==> src/rtl/up_core_param.sv <==
// Parametrised accumulator core: external program ROM, data memory behind a
// request/ready handshake, run gating and an output strobe.
//
// state   | meaning
// FETCH   | latch opcode/operand from prog_data, PC += 1 (only while run)
// EXEC    | execute one-word ops and jumps, or launch a data access
// MEM     | hold the data request until dmem_ready, then complete the op
module up_core_param #(
  parameter  int DATA_W = 4,
  localparam int ADDR_W = 2*DATA_W + 4,
  localparam int PW     = DATA_W + 4
) (
  input  logic              clock,
  input  logic              reset,
  input  logic              run,
  output logic [ADDR_W-1:0] prog_addr,
  input  logic [PW-1:0]     prog_data,
  output logic              dmem_req,
  output logic              dmem_we,
  output logic [ADDR_W-1:0] dmem_addr,
  output logic [DATA_W-1:0] dmem_wdata,
  input  logic [DATA_W-1:0] dmem_rdata,
  input  logic              dmem_ready,
  input  logic [DATA_W-1:0] in_data,
  output logic [DATA_W-1:0] out_data,
  output logic              out_valid,
  output logic [DATA_W-1:0] accu,
  output logic              c_flag,
  output logic              z_flag,
  output logic [1:0]        state
);

  typedef enum logic [1:0] {
    S_FETCH = 2'd0,
    S_EXEC  = 2'd1,
    S_MEM   = 2'd2
  } state_t;

  localparam logic [3:0] OP_JC    = 4'h0;
  localparam logic [3:0] OP_JNC   = 4'h1;
  localparam logic [3:0] OP_CMPI  = 4'h2;
  localparam logic [3:0] OP_CMPM  = 4'h3;
  localparam logic [3:0] OP_LIT   = 4'h4;
  localparam logic [3:0] OP_IN    = 4'h5;
  localparam logic [3:0] OP_LD    = 4'h6;
  localparam logic [3:0] OP_ST    = 4'h7;
  localparam logic [3:0] OP_JZ    = 4'h8;
  localparam logic [3:0] OP_JNZ   = 4'h9;
  localparam logic [3:0] OP_ADDI  = 4'hA;
  localparam logic [3:0] OP_ADDM  = 4'hB;
  localparam logic [3:0] OP_JMP   = 4'hC;
  localparam logic [3:0] OP_OUT   = 4'hD;
  localparam logic [3:0] OP_NANDI = 4'hE;
  localparam logic [3:0] OP_NANDM = 4'hF;

  localparam logic [ADDR_W-1:0] PC_ONE = {{(ADDR_W-1){1'b0}}, 1'b1};

  state_t              state_q, state_nxt;
  logic [ADDR_W-1:0]   pc;
  logic [3:0]          instr;
  logic [DATA_W-1:0]   oprnd;
  logic [ADDR_W-1:0]   target;
  logic                is_jump, is_mem, jump_taken;
  logic [DATA_W-1:0]   alu_b;
  logic [DATA_W:0]     alu_res;
  logic                alu_wr_accu, alu_wr_flags, commit;

  assign prog_addr  = pc;
  assign dmem_wdata = accu;
  assign state      = state_q;
  assign target     = {oprnd, prog_data};

  always_comb begin
    is_jump    = instr inside {OP_JC, OP_JNC, OP_JZ, OP_JNZ, OP_JMP};
    is_mem     = instr inside {OP_CMPM, OP_LD, OP_ST, OP_ADDM, OP_NANDM};
    jump_taken = 1'b0;
    case (instr)
      OP_JC:   jump_taken = c_flag;
      OP_JNC:  jump_taken = !c_flag;
      OP_JZ:   jump_taken = z_flag;
      OP_JNZ:  jump_taken = !z_flag;
      OP_JMP:  jump_taken = 1'b1;
      default: jump_taken = 1'b0;
    endcase
  end

  // Immediate ops take their operand in EXEC; memory ops reuse the same
  // datapath in MEM with the returned read data.
  always_comb begin
    alu_b        = (state_q == S_MEM) ? dmem_rdata : oprnd;
    alu_res      = '0;
    alu_wr_accu  = 1'b0;
    alu_wr_flags = 1'b0;
    case (instr)
      OP_CMPI, OP_CMPM: begin
        alu_res      = {1'b0, accu} - {1'b0, alu_b};
        alu_wr_flags = 1'b1;
      end
      OP_LIT, OP_LD: begin
        alu_res      = {1'b0, alu_b};
        alu_wr_accu  = 1'b1;
        alu_wr_flags = 1'b1;
      end
      OP_IN: begin
        alu_res      = {1'b0, in_data};
        alu_wr_accu  = 1'b1;
        alu_wr_flags = 1'b1;
      end
      OP_ADDI, OP_ADDM: begin
        alu_res      = {1'b0, accu} + {1'b0, alu_b};
        alu_wr_accu  = 1'b1;
        alu_wr_flags = 1'b1;
      end
      OP_NANDI, OP_NANDM: begin
        alu_res      = {1'b0, ~(accu & alu_b)};
        alu_wr_accu  = 1'b1;
        alu_wr_flags = 1'b1;
      end
      default: ;
    endcase
    commit = ((state_q == S_EXEC) && !is_jump && !is_mem) ||
             ((state_q == S_MEM) && dmem_ready);
  end

  always_comb begin
    state_nxt = state_q;
    case (state_q)
      S_FETCH: if (run) state_nxt = S_EXEC;
      S_EXEC:  state_nxt = is_mem ? S_MEM : S_FETCH;
      S_MEM:   if (dmem_ready) state_nxt = S_FETCH;
      default: state_nxt = S_FETCH;
    endcase
  end

  always_ff @(posedge clock or negedge reset) begin
    if (!reset) state_q <= S_FETCH;
    else        state_q <= state_nxt;
  end

  always_ff @(posedge clock or negedge reset) begin
    if (!reset) begin
      pc        <= '0;
      instr     <= '0;
      oprnd     <= '0;
      accu      <= '0;
      c_flag    <= 1'b0;
      z_flag    <= 1'b0;
      out_data  <= '0;
      out_valid <= 1'b0;
      dmem_req  <= 1'b0;
      dmem_we   <= 1'b0;
      dmem_addr <= '0;
    end else begin
      out_valid <= 1'b0;
      case (state_q)
        S_FETCH: begin
          if (run) begin
            instr <= prog_data[DATA_W+3:DATA_W];
            oprnd <= prog_data[DATA_W-1:0];
            pc    <= pc + PC_ONE;
          end
        end
        S_EXEC: begin
          if (is_jump) begin
            pc <= jump_taken ? target : pc + PC_ONE;
          end else if (is_mem) begin
            dmem_addr <= target;
            dmem_req  <= 1'b1;
            dmem_we   <= (instr == OP_ST);
          end else if (instr == OP_OUT) begin
            out_data  <= accu;
            out_valid <= 1'b1;
          end
        end
        S_MEM: begin
          if (dmem_ready) begin
            dmem_req <= 1'b0;
            dmem_we  <= 1'b0;
            pc       <= pc + PC_ONE;
          end
        end
        default: ;
      endcase
      if (commit) begin
        if (alu_wr_accu) accu <= alu_res[DATA_W-1:0];
        if (alu_wr_flags) begin
          c_flag <= alu_res[DATA_W];
          z_flag <= (alu_res[DATA_W-1:0] == '0);
        end
      end
    end
  end

endmodule

==> config.mk <==
export PLATFORM = sky130hd
export DESIGN_NAME = up_core_param
export DESIGN_NICKNAME = d
export VERILOG_FILES = /design/src/rtl/up_core_param.sv
export SDC_FILE = /design/constraint.sdc
export NUM_CORES = 1
export LEC_CHECK = 0
export CAP_MARGIN = 40
export CORE_MARGIN = 2
export CORE_UTILIZATION = 45
export DETAILED_ROUTE_END_ITERATION = 6
export MAX_ROUTING_LAYER = met4
export PLACE_DENSITY = 0.73
export SETUP_SLACK_MARGIN = 0.5
export SLEW_MARGIN = 20
export SYNTH_ARGS = -nofsm -noshare
export SYNTH_HDL_FRONTEND = slang
export SYNTH_SLANG_ARGS = --single-unit
==> constraint.sdc <==
create_clock -name clock -period 8.3 [get_ports clock]
set_input_delay 1.66 -clock clock [delete_from_list [all_inputs] [get_ports clock]]
set_output_delay 1.66 -clock clock [all_outputs]
set_load 0.1 [all_outputs]
-- Word level (Yosys, flattened, before mapping)
Cells that the tools add are included.
- memories kept: 0
- register bits: 47
- bits in latches: 0
- bits in writable memories: 0
- ROM bits: 0
- reductions and logical operators: 29
- bitwise operators: 4
- multiplexer cells: 25
- multiply operators: 0
- order comparisons: 0
- div/mod/pow operators: 0
- add/subtract/negate cells: 3
- equality and inequality tests: 22
- shift-type cells: 0
- operators with widths (kind ; count):
    12-bit 2-to-1 mux ; 4
    12-bit case mux with 3 select lines ; 1
    4-bit equality test, second input constant ; 8
    5-bit case mux with 5 select lines ; 1
    4-bit by 3-bit equality test with 1-bit output, second input constant ; 4
    12-bit by 1-bit adder with 12-bit output, second input constant ; 1
    4-bit AND reduction ; 3
    1-bit 2-to-1 mux ; 11
    2-bit inequality test, second input constant ; 5
    5-bit nonzero test ; 2
    9-bit OR reduction ; 1
    4-bit by 2-bit equality test with 1-bit output, second input constant ; 2
    4-bit zero test ; 2
    2-bit AND reduction ; 4
    2-bit OR reduction ; 4
    7-bit OR reduction ; 1
    2-bit 2-to-1 mux ; 3
    2-bit case mux with 3 select lines ; 1
    4-bit by 4-bit adder with 5-bit output ; 1
    1-bit case mux with 5 select lines ; 1
    4-bit by 4-bit subtractor with 5-bit output ; 1
    4-bit AND ; 1
    4-bit by 1-bit equality test with 1-bit output, second input constant ; 1
    1-bit zero test ; 4
    other kinds (12) ; 16

-- Logic depth before layout (Yosys ltp)
Gate-level depths: netlist (run 1).
- word-level depth: 7
- mapped depth: 12
- depth with buffers taken out: 11

-- Worst setup path before layout (run 1)
OpenSTA, ideal clock, no wires.
- path kind: input-to-reg
- start: in dmem_rdata[1]
- end: reg z_flag
- data required time: 8.205 ns
- stages: 10
- slack: 4.315 ns
- data arrival time: 3.890 ns
- setup time: 0.095 ns
- path buffers: 0
- path through: or4b_2 o31ai_1 nand2b_1 xor2_1 ha_1 xnor2_1 a22oi_1 o211ai_1 or3_1 o31ai_1
- word-level cells in the longest chain between the ends: 5
- elaborated cells between the ends (all ways): 7
- ends and longest elaborated chain (what ; RTL line ; source):
    start: declaration ; 22 ; input logic [DATA_W-1:0] dmem_rdata,
    4-bit 2-to-1 mux (*) ; 90 ; alu_b = (state_q == S_MEM) ? dmem_rdata : oprnd;
    parallel branches: the longest is 2 deep, another holds 4-bit by 4-bit adder with 5-bit output ; -- ;
    5-bit case mux with 5 select lines (*) ; 94 ; case (instr)
    4-bit zero test (*) ; 188 ; z_flag <= (alu_res[DATA_W-1:0] == '0);
    end signal: assignment ; 188 ;
    end: declaration ; 29 ; output logic z_flag,
Mark *: on every way between the ends.
A chain may end at the register's enable or synchronous reset.

-- Final worst setup path (run 1)
Same ends and word-level chain as after synthesis.

==> flow_metrics.tcl, run 1 <==
set metrics [dict create \
    status "complete, no violations" \
    critPathArrivalTime_ns 4.51 \
    cp-startpoint "dmem_rdata[1]" \
    max_cap_violations 0 \
    syn_nets 284 \
    port_buffers 62 \
    finalSetupTns_ns 0 \
    htreeDepth 2 \
    core.rowCount 28 \
    die_x_um 80.89 \
    syn_inst 258 \
    worstSkewPairLatency_ns 0.29 \
    drtAntennaViolNets 0 \
    firstDrtPassIters 4 \
    postCtsSetupRepairBufs 0 \
    netlist.area_leader.share 0.4421 \
    fmax_mhz 231.8 \
    synth_area_leaders "dfrtp_1, mux2_2, nand2_1" \
    antenna_cells 0 \
    yosysSeqAreaShare 0.4421 \
    clk_pin_slew_ns 0.08 \
    gp_congestion 0.9010 \
    clock_sinks 47 \
    wl_per_cell_um 16.29 \
    cts_resized 0 \
    crit_path_max_fanout 3 \
    async_flop_share 1.000 \
    hp-class "flop to flop" \
    finalCritPeriodShare 0.5197 \
    nNetsFinal 384 \
    worstMarginPinSlew_ns 0.8051 \
    vias 2374 \
    maxSlewViolCount 0 \
    antenna_found_initial 0 \
    avgSynthCellArea_sq_um 10.31 \
    hp-start "dmem_addr[4]$_DFFE_PN0P_" \
    slew_headroom 0.4592 \
    min_period_ns 4.314 \
    yosysTopAreaCell "dfrtp_1" \
    hold_buffers 0 \
    syn_to_final_growth_pct 52.07 \
    finalSetupViolCount 0 \
    cts_made_buffers 5 \
    grt_max_degree 31 \
    fin_worst_skew_ns 0.006370 \
    timing.rr.start "state[0]$_DFFE_PN0P_" \
    core_sq_mm 0.005816 \
    cts_tree "done" \
    start_kind "input port" \
    initial_core_util 0.4574 \
    ys_seq_elements 47 \
    hold_viol 0 \
    ys.flop_type "dfrtp_1" \
    clockBufferDepth 2 \
    drt_iter0_drc 119 \
    dieHeight_um 80.89 \
    grt_remaining_overflow 0 \
    synth_edf_count 0 \
    grtUsageTotal 0.2360 \
    synth_warnings 0 \
    drive_gt1_frac 0.2340 \
    nFillCells 452 \
    pin_count 63 \
    synthDistinctLibCells 53 \
    drc 0 \
    worst_ep_required_time_ns 8.50 \
    die-area_sq_mm 0.006542 \
    grt_pass1_wl_um 11470 \
    path_class "input port to flop" \
    first_global_vias 2315 \
    critPathCaptureType "flop" \
    syn_area_sq_mm 0.002660 \
    place.detailed.hpwl_um 5398 \
    cts-root-buf "clkbuf_8" \
    wirelength_um 7069 \
    vias_per_cell 5.470 \
    rsz0062_at_grt "false" \
]
final timing paths:
| path | endpoint | slack, ns | cells after the start |
|---|---|---|---|
| max in group asynchronous | state[1]$_DFFE_PN0P_ | 6.51 | 2 |
| worst min register to register | dmem_addr[4]$_DFFE_PN0P_ | 0.49 | 2 |
| min in group asynchronous | prog_addr[11]$_DFFE_PN0P_ | 1.29 | 1 |
| worst max register to register | z_flag$_DFFE_PN0P_ | 5.00 | 11 |
| worst min-delay path | dmem_addr[4]$_DFFE_PN0P_ | 0.49 | 2 |
| worst max-delay path | z_flag$_DFFE_PN0P_ | 3.99 | 11 |
registers in the layout (all words and copies together), names as in the netlist:
name       flops
dmem_req       1
dmem_we        1
prog_addr     12
out_data       4
out_valid      1
z_flag         1
accu           4
dmem_addr     12
c_flag         1
oprnd          4
instr          4
state          2
layout make-up:
cell class	count	area [sq um]	area share
Timing Repair Buffer	109	1304	0.3223
Sequential cell	47	1176	0.2908
Clock buffer	7	76.32	0.01887
Inverter	12	45.04	0.01114
Tap cell	75	93.84	0.02320
Multi-Input combinational cell	183	1345	0.3325
Clock inverter	1	5.005	0.001237
placed cells by master (no fill, tap or decap), types with 8 or more instances in the layout:
cell type and n:
o21ai_0 8, nor2_1 9, mux2_2 26, dfrtp_1 47
buf_8 43, mux2i_1 9, clkdlybuf4s50_1 61, inv_1 12
nand3_1 13, nand2_1 27
logic make-up (layout without fill, tap and decap cells):
| group | after synthesis | after routing | synth area share |
|---|---|---|---|
| AOI/OAI and AO/OA | 50 | 50 | 0.1383 |
| xor gates and xnor gates | 6 | 6 | 0.01976 |
| adders and majority gates | 6 | 6 | 0.03104 |
| buffers and inverters | 28 | 129 | 0.05221 |
| DFF | 47 | 47 | 0.4421 |
| muxes | 35 | 35 | 0.1439 |
| and+or+nand+nor | 86 | 86 | 0.1726 |
stage by stage:
step                      cell area (sq um)  std cells  hold slack, ns  utilization  setup slack [ns]
after global routing                   4045        434          0.5157       0.6956             3.883
after floorplan                        2660        258          0.5217            -             4.315
final                                  4045        434          0.4880       0.6956             3.986
after global placement                 3291        381          0.4655       0.5658             3.753
after detailed placement               3956        425          0.4741       0.6803             3.682
after CTS                              4038        433          0.4932       0.6943             3.979
critical path, stage by stage:
cell and delay, ns:
clkdlybuf4s50_1 0.44, or4b_2 0.68, o31ai_1 0.12, nand2b_1 0.17, xor2_1 0.16, ha_1 0.28
xnor2_1 0.14, a22oi_1 0.14, o211ai_1 0.12, or3_1 0.40, o31ai_1 0.20
synth_stat cells, drive strengths merged (6+ instances only):
library cell / n
o21ai: 9
mux2i: 9
buf: 10
a21oi: 6
clkbuf: 6
dfrtp: 47
mux2: 26
a22oi: 7
o211ai: 7
inv: 12
nand2: 27
nand3: 13
nor2: 9
metal layers:
metal	up-vias	track usage	share of wire
met5	-	-	0
met4	0	0.06102	0.0086
met3	6	0.03222	0.036
met2	80	0.3983	0.52
met1	1143	0.3004	0.43
li1	1145	-	-
Power of run 1 is left out: the tool's default activity adds up to more than one toggle a clock period on the data nets, which glitch-free logic cannot reach.
==> inputs of run 2 (changes only) <==
Settings changed: PLACE_DENSITY 0.73 to 0.76.
Clock period 8.3 ns to 3.63 ns, I/O delays scaled along.
==> run 2 against run 1 <==
Final area grew 3.4%. Non-clock buffer count grew 12. Routed wire length grew 5.2%. Register-to-register slack lost 4.3 ns. Clock skew grew 0.0050 ns. First-iteration DRC count grew 19%. Largest cell class is now buffers. Flip-flop and latch count is the same.
==> flow_metrics.tcl, run 2 (same netlist as run 1, synthesis figures left out) <==
set metrics [dict create \
    critPathArrivalTime_ns 3.16 \
    finalSetupTns_ns 0 \
    initial_core_util 0.4574 \
    final_cell_mix "clkdlybuf4s50_1, dfrtp_1, buf_8" \
    cts_made_buffers 5 \
    antenna_found_initial 0 \
    fin_worst_skew_ns 0.01135 \
    vias 2465 \
    worstMarginPinSlew_ns 0.7360 \
    max_cap_violations 0 \
    rsz0062_at_grt "false" \
    max_stage_delay_ns 0.48 \
    r2r_setup_slack_ns 0.69 \
    timing.rr.start "state[0]$_DFFE_PN0P_" \
    design_area_sq_mm 0.004183 \
    finalSetupViolCount 0 \
    wl_per_cell_um 16.67 \
    cts_tree "done" \
    dieHeight_um 80.89 \
    die-area_sq_mm 0.006542 \
    critPathTopFamily "simple AND/OR/NAND/NOR gates" \
    finalCritPeriodShare 0.8107 \
    clockBufferDepth 2 \
    crit_buf_inv 1 \
    wirelength_um 7434 \
    place.detailed.hpwl_um 5586 \
    drt_iter0_drc 142 \
    fmax_mhz 339.8 \
    gp_congestion 0.8769 \
    worstSkewPairLatency_ns 0.30 \
    path_class "flop to flop" \
    critPathCaptureType "flop" \
    vias_per_cell 5.527 \
    status "complete, no violations" \
    antenna_cells 0 \
    hp-class "input port to asynchronous set/reset pin" \
    drc 0 \
    fin_util 0.7192 \
    port_buffers 62 \
    core_sq_mm 0.005816 \
    drtAntennaViolNets 0 \
    grt_max_degree 28 \
    nFillCells 426 \
    slowest_stage "dfrtp_2" \
    hold_viol 0 \
    grt_remaining_overflow 0 \
    htreeDepth 2 \
    cp_common_cell "xnor2_1" \
    cts-root-buf "clkbuf_8" \
    placed_area_sq_mm 0.003984 \
    clk_pin_slew_ns 0.09 \
    first_global_vias 2370 \
    die_x_um 80.89 \
    slew_headroom 0.5055 \
    rr_worst_depth 11 \
    worst_ep_required_time_ns 3.84 \
    critical_path.cell_chain "and2b_2 > mux2i_4 > a21oi_1 > xnor2_1 > inv_1 > fa_1 > xnor2_1 > a22oi_1 > o211ai_1 > or3_1 > o31ai_1" \
    min_period_ns 2.943 \
    final_common_cell "clkdlybuf4s50_1" \
    crit_path_max_fanout 8 \
    grt_pass1_wl_um 12050 \
    firstDrtPassIters 5 \
    clock_sinks 47 \
    start_kind "flop" \
    pin_count 63 \
    maxSlewViolCount 0 \
    reg2reg_to "z_flag$_DFFE_PN0P_" \
    drive_gt1_frac 0.2803 \
    syn_to_final_growth_pct 57.24 \
    core.rowCount 28 \
    nNetsFinal 396 \
    grtUsageTotal 0.2479 \
]
==> run 2: changes by cell type in the layout (fill, tap and decap cells not counted), sizes merged <==
| cell | change |
|---|---|
| dlymetal6s2s | +2 |
| clkinvlp | +1 |
| buf | +12 |
| clkdlybuf4s50 | -2 |
| clkinv | -1 |
==> run 2: per-stage QoR <==
step / hold WS, ns / std cells / worst slack [ns]
after floorplan: 0.4304 / 258 / 0.5202
after global placement: 0.4722 / 386 / 0.06681
after detailed placement: 0.4790 / 430 / 0.01480
after CTS: 0.4415 / 441 / 0.5120
after global routing: 0.4687 / 446 / 0.4938
final: 0.4274 / 446 / 0.6871
==> run 2: what timing repair did <==
item                                    CTS  global route
endpoints found under the setup margin    1             3
hold buffers                              0             0
resized for setup                         2             6
gates cloned                              0             0
pin swaps                                 3             4
buffers inserted                          3             5
==> run 2: worst max-delay path by stage <==
stage	end	depth (start not counted)	from	slack (ns)
2_1_floorplan	z_flag$_DFFE_PN0P_	12	state[1]$_DFFE_PN0P_	0.52
3_3_place_gp	z_flag$_DFFE_PN0P_	11	dmem_rdata[1]	0.07
3_5_place_dp	z_flag$_DFFE_PN0P_	11	dmem_rdata[1]	0.01
5_1_grt	z_flag$_DFFE_PN0P_	11	state[0]$_DFFE_PN0P_	0.49
6_report	z_flag$_DFFE_PN0P_	11	state[0]$_DFFE_PN0P_	0.69
4_1_cts	z_flag$_DFFE_PN0P_	11	dmem_rdata[1]	0.51
==> run 2: per-layer routing <==
metal	vias up	routed length [um]	global-route usage
li1	1172	-	-
met1	1186	3128	0.3152
met2	94	3789	0.4116
met3	13	369	0.03667
met4	0	146	0.07458
met5	-	0	-
==> run 2: area by class of cell <==
cell class / count / area, sq um / area share
Tap cell: 75 / 93.84 / 0.02243
Timing Repair Buffer: 121 / 1386 / 0.3314
Clock buffer: 7 / 96.34 / 0.02303
Clock inverter: 1 / 7.507 / 0.001795
Multi-Input combinational cell: 183 / 1375 / 0.3287
Inverter: 12 / 45.04 / 0.01077
Sequential cell: 47 / 1179 / 0.2818
Power of run 2 is left out for the same reason.
